`src/rtl/seq_divider_8bit.sv`:
```
// Sequential restoring radix-2 unsigned divider: one quotient bit per clock,
// start/done handshake, divide-by-zero returns all-ones quotient and the dividend.
module seq_divider_8bit #(
    parameter int unsigned WIDTH = 8
) (
    input  logic             clk,
    input  logic             rst,
    input  logic             start,
    input  logic [WIDTH-1:0] ia,
    input  logic [WIDTH-1:0] ib,
    output logic             ready,
    output logic             done,
    output logic             dz,
    output logic [WIDTH-1:0] ot_q,
    output logic [WIDTH-1:0] ot_r
);

    localparam int unsigned CW = $clog2(WIDTH + 1);

    typedef enum logic [1:0] {
        S_IDLE = 2'd0,
        S_RUN  = 2'd1,
        S_DONE = 2'd2
    } state_t;

    state_t           state;
    state_t           state_nxt;
    logic [WIDTH-1:0] divisor;
    logic [WIDTH-1:0] divisor_nxt;
    logic [WIDTH-1:0] q_sh;
    logic [WIDTH-1:0] q_sh_nxt;
    logic [WIDTH-1:0] r_sh;
    logic [WIDTH-1:0] r_sh_nxt;
    logic [CW-1:0]    count;
    logic [CW-1:0]    count_nxt;
    logic [WIDTH-1:0] ot_q_nxt;
    logic [WIDTH-1:0] ot_r_nxt;
    logic             dz_nxt;
    logic             done_nxt;
    logic             ready_nxt;

    logic [WIDTH:0]   trial;
    logic [WIDTH+1:0] diff;
    logic             borrow;

    // Trial subtraction of the divisor from the shifted partial remainder.
    always_comb begin
        trial  = {r_sh, q_sh[WIDTH-1]};
        diff   = {1'b0, trial} - {2'b00, divisor};
        borrow = diff[WIDTH+1];
    end

    // State register.
    always_ff @(posedge clk or posedge rst) begin
        if (rst) begin
            state <= S_IDLE;
        end else begin
            state <= state_nxt;
        end
    end

    // Next-state logic.
    always_comb begin
        state_nxt = state;
        case (state)
            S_IDLE, S_DONE: begin
                if (start) begin
                    state_nxt = (ib == '0) ? S_DONE : S_RUN;
                end else begin
                    state_nxt = S_IDLE;
                end
            end
            S_RUN: begin
                if (count == CW'(1)) begin
                    state_nxt = S_DONE;
                end
            end
            default: state_nxt = S_IDLE;
        endcase
    end

    // Datapath and output next values; everything holds unless loaded.
    always_comb begin
        divisor_nxt = divisor;
        q_sh_nxt    = q_sh;
        r_sh_nxt    = r_sh;
        count_nxt   = count;
        ot_q_nxt    = ot_q;
        ot_r_nxt    = ot_r;
        dz_nxt      = dz;
        done_nxt    = (state_nxt == S_DONE);
        ready_nxt   = (state_nxt != S_RUN);

        if (state != S_RUN && start) begin
            if (ib == '0) begin
                ot_q_nxt = '1;
                ot_r_nxt = ia;
                dz_nxt   = 1'b1;
            end else begin
                divisor_nxt = ib;
                q_sh_nxt    = ia;
                r_sh_nxt    = '0;
                count_nxt   = CW'(WIDTH);
                dz_nxt      = 1'b0;
            end
        end else if (state == S_RUN) begin
            r_sh_nxt  = borrow ? WIDTH'(trial) : WIDTH'(diff);
            q_sh_nxt  = {q_sh[WIDTH-2:0], ~borrow};
            count_nxt = count - CW'(1);
            if (count == CW'(1)) begin
                ot_q_nxt = q_sh_nxt;
                ot_r_nxt = r_sh_nxt;
                dz_nxt   = 1'b0;
            end
        end
    end

    // Datapath and output registers.
    always_ff @(posedge clk or posedge rst) begin
        if (rst) begin
            divisor <= '0;
            q_sh    <= '0;
            r_sh    <= '0;
            count   <= '0;
            ot_q    <= '0;
            ot_r    <= '0;
            dz      <= 1'b0;
            done    <= 1'b0;
            ready   <= 1'b1;
        end else begin
            divisor <= divisor_nxt;
            q_sh    <= q_sh_nxt;
            r_sh    <= r_sh_nxt;
            count   <= count_nxt;
            ot_q    <= ot_q_nxt;
            ot_r    <= ot_r_nxt;
            dz      <= dz_nxt;
            done    <= done_nxt;
            ready   <= ready_nxt;
        end
    end

endmodule

```
`config.mk`:
```
export PLATFORM = sky130hd
export DESIGN_NAME = seq_divider_8bit
export DESIGN_NICKNAME = d
export VERILOG_FILES = /design/src/rtl/seq_divider_8bit.sv
export SDC_FILE = /design/constraint.sdc
export NUM_CORES = 1
export LEC_CHECK = 0
export BUFFER_PORTS_ARGS = -buffer_cell sky130_fd_sc_hd__buf_4
export CAP_MARGIN = 40
export CORE_ASPECT_RATIO = 1.75
export CORE_MARGIN = 3
export CORE_UTILIZATION = 60
export CTS_CLUSTER_DIAMETER = 50
export DETAILED_ROUTE_END_ITERATION = 16
export MAX_ROUTING_LAYER = met4
export PLACE_DENSITY_LB_ADDON = 0.12
export SLEW_MARGIN = 25
export SYNTH_ARGS = -nofsm -noshare
export SYNTH_HDL_FRONTEND = slang
export SYNTH_SLANG_ARGS = --single-unit
```
`constraint.sdc`:
```
create_clock -name clk -period 5.1 [get_ports clk]
set_input_delay 0.51 -clock clk [delete_from_list [all_inputs] [get_ports clk]]
set_output_delay 0.51 -clock clk [all_outputs]
set_load 0.03 [all_outputs]
```
# After elaboration in Yosys (flattened, before gate mapping)

Cells that the tools add are included.

Bits in registers: 49
Input port bits: 19
Word-level logic and storage cells: 58
Output and inout port bits: 19

Bitwise operators: 2
Muxes and demuxes: 26
Reductions and logical operators: 10
$add $sub $neg: 2
Equality and inequality tests: 8

Operator list:

| cell                                                                  | count |
|---|---|
| 8-bit two-way mux                                                     | 15 |
| 4-bit two-way mux                                                     | 3 |
| 9-bit by 8-bit subtractor with 10-bit output                          | 1 |
| 8-bit logical NOT                                                     | 1 |
| 2-bit two-way mux                                                     | 3 |
| 2-bit by 1-bit != test with 1-bit output, second input constant       | 3 |
| 2-bit AND reduction                                                   | 3 |
| 2-bit equality test, second input constant                            | 2 |
| 4-bit by 1-bit equality test with 1-bit output, second input constant | 1 |
| 1-bit two-way mux                                                     | 4 |
| 2-bit one-hot mux with 2 select lines                                 | 1 |
| 2-bit nonzero test                                                    | 2 |
| 4-bit by 1-bit subtractor with 4-bit output, second input constant    | 1 |
| 3-bit AND reduction                                                   | 1 |
| 2-bit by 1-bit equality test with 1-bit output, second input constant | 1 |
| 2-bit logical NOT                                                     | 1 |
| 2-bit != test, second input constant                                  | 1 |
| 1-bit NOT                                                             | 2 |
| 2-bit OR reduction                                                    | 1 |
| 1-bit logical AND                                                     | 1 |

# Longest topological paths before layout

Word-level depth: 5
Depth in mapped cells: 9
Gate-level depth less buffers: 9

# Worst setup path before layout

OpenSTA, ideal clock, no wires.

Path type: register -> register
Start: register r_sh[0]
End: register r_sh[3]
Buffers on the path: 1
Library setup time: 0.134 ns
Data required time: 4.966 ns
Arrival: 1.781 ns
Stages on the path, launching flop included: 8
Path slack: 3.185 ns
Period minus slack after synthesis: 1.915 ns
Cell sequence: dfrtp_1 -> ha_1 -> or2_1 -> o221a_2 -> o31a_1 -> buf_6 -> nor3_1 -> o31ai_2

Cells in the longest elaborated chain, start to end: 4

Ends and longest elaborated chain:

| element                                      | RTL line | source |
|---|---|---|
| start: declaration                           | 32       | `logic [WIDTH-1:0] r_sh;` |
| start signal: assignment                     | 133      | `r_sh <= r_sh_nxt;` |
| 9-bit by 8-bit subtractor with 10-bit output | 49       | `diff = {1'b0, trial} - {2'b00, divisor};` |
| 8-bit two-way mux                            | 107      | `r_sh_nxt = borrow ? WIDTH'(trial) : WIDTH'(diff);` |
| 8-bit two-way mux                            | 106      | `end else if (state == S_RUN) begin` |
| 8-bit two-way mux                            | 94       | `if (state != S_RUN && start) begin` |

Every way passes these cells. The select of a mux whose other input is x is not followed.
A chain may end at the register's enable or synchronous reset.

# Worst setup path after layout

Start: register state[0]
End: register ot_r[4]

Cells in the longest elaborated chain, start to end: 4
Elaborated cells on any way between the ends: 8
Classes of those cells: eq/ne (3); mux (1); reduce/logical (4)

Ends and longest elaborated chain:

| element                                                                                         | RTL line | source |
|---|---|---|
| start: declaration                                                                              | 26       | `state_t state;` |
| start signal: assignment                                                                        | 58       | `state <= state_nxt;` |
| 2-bit by 1-bit != test with 1-bit output                                                        | 94       |  |
| 1-bit logical AND                                                                               | 94       |  |
| 2-bit by 1-bit != test with 1-bit output (no source line) or 2-bit nonzero test (tied branches) | -        |  |
| 3-bit AND reduction (no source line)                                                            | -        |  |
| end signal: assignment                                                                          | 136      | `ot_r <= ot_r_nxt;` |
| end: declaration                                                                                | 15       | `output logic [WIDTH-1:0] ot_r` |

Several ways; a longest one is shown, not always the timed one.

==> results <==
- In this run, the number of DRC markers left after iteration 0 of detailed routing was 79.
- By count the netlist is led by sky130_fd_sc_hd__dfrtp_1, sky130_fd_sc_hd__nand2_1, sky130_fd_sc_hd__inv_1.
- In this run the clock root is driven by a sky130_fd_sc_hd__clkbuf_8.
- The routed design has approximately 6.4 mm of wire.
- Detailed placement finished with a half-perimeter wire length of 4.68 mm.
- The number of library cell types mapped by synthesis is 55.
- The die covers 5350 um2.
- The count of buffers added on input and output ports is 37.
- The most frequent cell after synthesis is sky130_fd_sc_hd__dfrtp_1.
- The final hold violation count is 0.
- The number of global-route vias before repair came to between 2k and 2.5k.
- The worst hold margin is about 0.21 ns.
- The number of rows in the core area is 31.
- The final routed DRC violation total is 0.
- The clock net in this run drives a total of 49 sinks.
- The end of the worst register-to-register path is ot_r[4].
- In the synthesized netlist the async set-or-reset flop fraction comes to 100%.
- Once routing completed, OpenROAD measured the worst setup slack at 2.39 ns.
- The overall via count from detail_route is ~2.2k.
- In this run the register-to-register setup slack is 2.39 ns.
- The worst-case IR drop observed on VDD is about 0.54 mV.
- Entering global routing, the biggest net connects 31 pins.
- During synthesis, Yosys emitted a total of 0 warnings.
- The initial antenna violation count was 0.
- The post-route non-filler standard cell count is around 360.
- The first-pass iteration count of the detailed router is 4.
- The net count reported at finish is 342.
- The synthesized design contains 49 register bits.
- The maximum fanout along the worst path is 22.
- From synthesis to final layout, the design area changed by 15.7%.
- The leakage power of the design is 0.00138 uW.
- The top achievable clock speed is 369 MHz.
- After detailed routing, the average wire length per cell comes to around 18 um.
- After clock tree synthesis, the clock-pin slew on the worst setup and hold paths is 0.09 ns.
- Using the TritonRoute via totals, the vias-per-cell ratio works out to approximately 6.2.
- Setup repair after global routing left no endpoint under its margin.
- CTS built an H-tree with a depth of 2.
- Power spread over the standard cell area amounts to 774 nW/um2.
- Data arrives at the worst endpoint at 2.93 ns.
- The final RePlAce weighted congestion is 0.888.
- The max-capacitance violation count is 0.
- In the synthesized netlist the dominant register cell turns out to be sky130_fd_sc_hd__dfrtp_1.
- Setup violations remaining at the end of the flow were counted as 0.
- The worst hold path belongs to the class input pin to async pin.
- From bottom edge to top edge, the die measures 94.6 um.
- The count of nets left with antenna violations once routing finished came out at 0.
- The worst setup path is launched from a flop.
- The final critical path time including I/O delays and setup is 2.71 ns.
- The worst setup slack after placement is 2.43 ns.
- The worst setup path is of the flop to flop kind.
- The total of hold buffers inserted after clock tree synthesis is 0.
- For this configuration, the core starts out at a cell density of 63.6%.
- The post-CTS setup-driven buffer insertion count is 0.
- The part of the Yosys area used for sequential elements is 45.6%.
- The area of the core region is 4230 um2.
- Sorting the synthesized cells by area gives the leading types as sky130_fd_sc_hd__dfrtp_1, sky130_fd_sc_hd__nand2_1, sky130_fd_sc_hd__ha_1, sky130_fd_sc_hd__o22a_1, sky130_fd_sc_hd__nor4_2.
- The number of instances in the placed design is 353.
- The number of CTS-inserted buffers is 5.
- The flow ran to the end, and the final reports show no timing, DRC or antenna violations.
- The clock passes through at most 2 buffers.
- The endpoint kind of the worst setup timing path is a flop.
- The final critical-path share of the clock period is 53.1%.
- The gate count after technology mapping is 278.
- A synthesized cell averages 9.68 um2.
- The TritonCTS clock tree is done.
- The residual overflow from global routing is 0.
- The repair_antennas step left the layout with diodes totalling 0.
- The count of boundary I/O pins is 38.
- Of the cells placed in the final design, the portion with a size suffix greater than 1 is between 20% and 30%.
- The first global-routing pass estimated 10.8 mm of wire.
- The floorplan step set the die width to 56.6 um.
- The number of synthesized flops with an enable pin is 0.
- The count of instances resized after the clock tree is built is 0.
- For the pin with the worst max-slew slack, the measured transition is ~0.78 ns.
- The number of nets in the synthesized netlist is 308.
- The reg-to-reg startpoint is state[0].
- The worst-case clock skew is around 0.0060 ns.
- At the worst endpoint, the required time is 5.32 ns.
- The cell area that synthesis handed to floorplanning was 2690 um2.
- The total count of max-transition violations in the final report is 0.
- The number of cells on the worst reg-to-reg path is 5.
- Of the post-synthesis cell area, the dominant cell type holds between 40 and 50%.
- The total power is 2410 uW.
- Summed over all instances, the cell type with the most area after synthesis is sky130_fd_sc_hd__dfrtp_1.
- The max-slew headroom at the worst pin is between 40% and 50%.
- The clock insertion delay at the later pin of the skew report is 0.30 ns.
- The aggregate negative setup slack is 0 ns.
- The global-route usage over all layers is 26.4%.
stage by stage:
stage               utilization (%)  area, um2
floorplan                         -       2690
global placement               69.6       2940
global route                   73.6       3110
finish                         73.6       3110
CTS                            73.3       3100
detailed placement             70.5       2980
worst max path at each step:
stage               startpoint  endpoint  slack (ns)
floorplan              r_sh[0]   r_sh[3]        3.18
global route          state[0]   ot_r[3]        2.18
CTS                   state[0]   ot_r[4]        2.41
global placement      state[0]   ot_r[4]        2.53
detailed placement    state[0]   ot_r[4]        2.43
finish                state[0]   ot_r[4]        2.39
state kept, by name, summed over array words and instances, names as in the netlist:
signal and cells:
dz 1, q_sh 8, count 4, ot_q 8, ot_r 8, r_sh 8
done 1, ready 1, divisor 8, state 2
cell families after synthesis:
kind of cell	synth area share [%]
compound gates	20.7
xor+xnor	1.63
fa+ha+maj	5.40
buf+inv	5.40
flops	45.6
mux	2.23
simple gates	19.0
routing by layer:
layer	part of all wire, %	vias up	GRT usage (%)
met5	0	-	-
met4	1.6	0	8.32
met3	4.2	9	3.97
met2	56	64	47.9
met1	38	1104	29.4
li1	-	1072	-
placed cells by master (no fill, tap or decap), types with 3 or more instances in the layout:
cell	instances
sky130_fd_sc_hd__a211oi_1	4
sky130_fd_sc_hd__a21o_1	3
sky130_fd_sc_hd__a21oi_1	7
sky130_fd_sc_hd__a31oi_1	5
sky130_fd_sc_hd__and2_1	3
sky130_fd_sc_hd__buf_4	37
sky130_fd_sc_hd__clkbuf_8	6
sky130_fd_sc_hd__dfrtp_1	48
sky130_fd_sc_hd__ha_1	10
sky130_fd_sc_hd__inv_1	15
sky130_fd_sc_hd__mux2i_1	6
sky130_fd_sc_hd__nand2_1	47
sky130_fd_sc_hd__nand2b_1	3
sky130_fd_sc_hd__nand3_1	4
sky130_fd_sc_hd__nand4_1	8
sky130_fd_sc_hd__nor2_1	11
sky130_fd_sc_hd__nor2b_1	3
sky130_fd_sc_hd__nor3_1	6
sky130_fd_sc_hd__nor3b_1	3
sky130_fd_sc_hd__nor4_2	5
sky130_fd_sc_hd__o211ai_1	4
sky130_fd_sc_hd__o21ai_0	9
sky130_fd_sc_hd__o21ai_1	10
sky130_fd_sc_hd__o22a_1	8
sky130_fd_sc_hd__o22ai_1	6
sky130_fd_sc_hd__xnor2_1	3
where the power goes:
group / switching, uW / total, uW / internal [uW]
Combinational: 845 / 1400 / 551
Sequential: 141 / 720 / 578
Clock: 132 / 292 / 160
layout make-up:
type                    count  area [um2]
repair buffers             41         325
inverters                  16        60.1
flip-flops and latches     49        1230
clock buffers               6        82.6
fillers                   321        1120
multi-input cells         199        1320
well taps                  49        61.3
clock inverters             2        37.5
critical path, cell delays in order, from the launching register on:
cell and delay, ns:
sky130_fd_sc_hd__dfrtp_1 0.39, sky130_fd_sc_hd__nor2b_1 0.58, sky130_fd_sc_hd__nand2_1 0.66, sky130_fd_sc_hd__nand2_1 0.63
sky130_fd_sc_hd__o22ai_1 0.17, sky130_fd_sc_hd__nor3_1 0.21
Power figures use the tool's default switching activity.
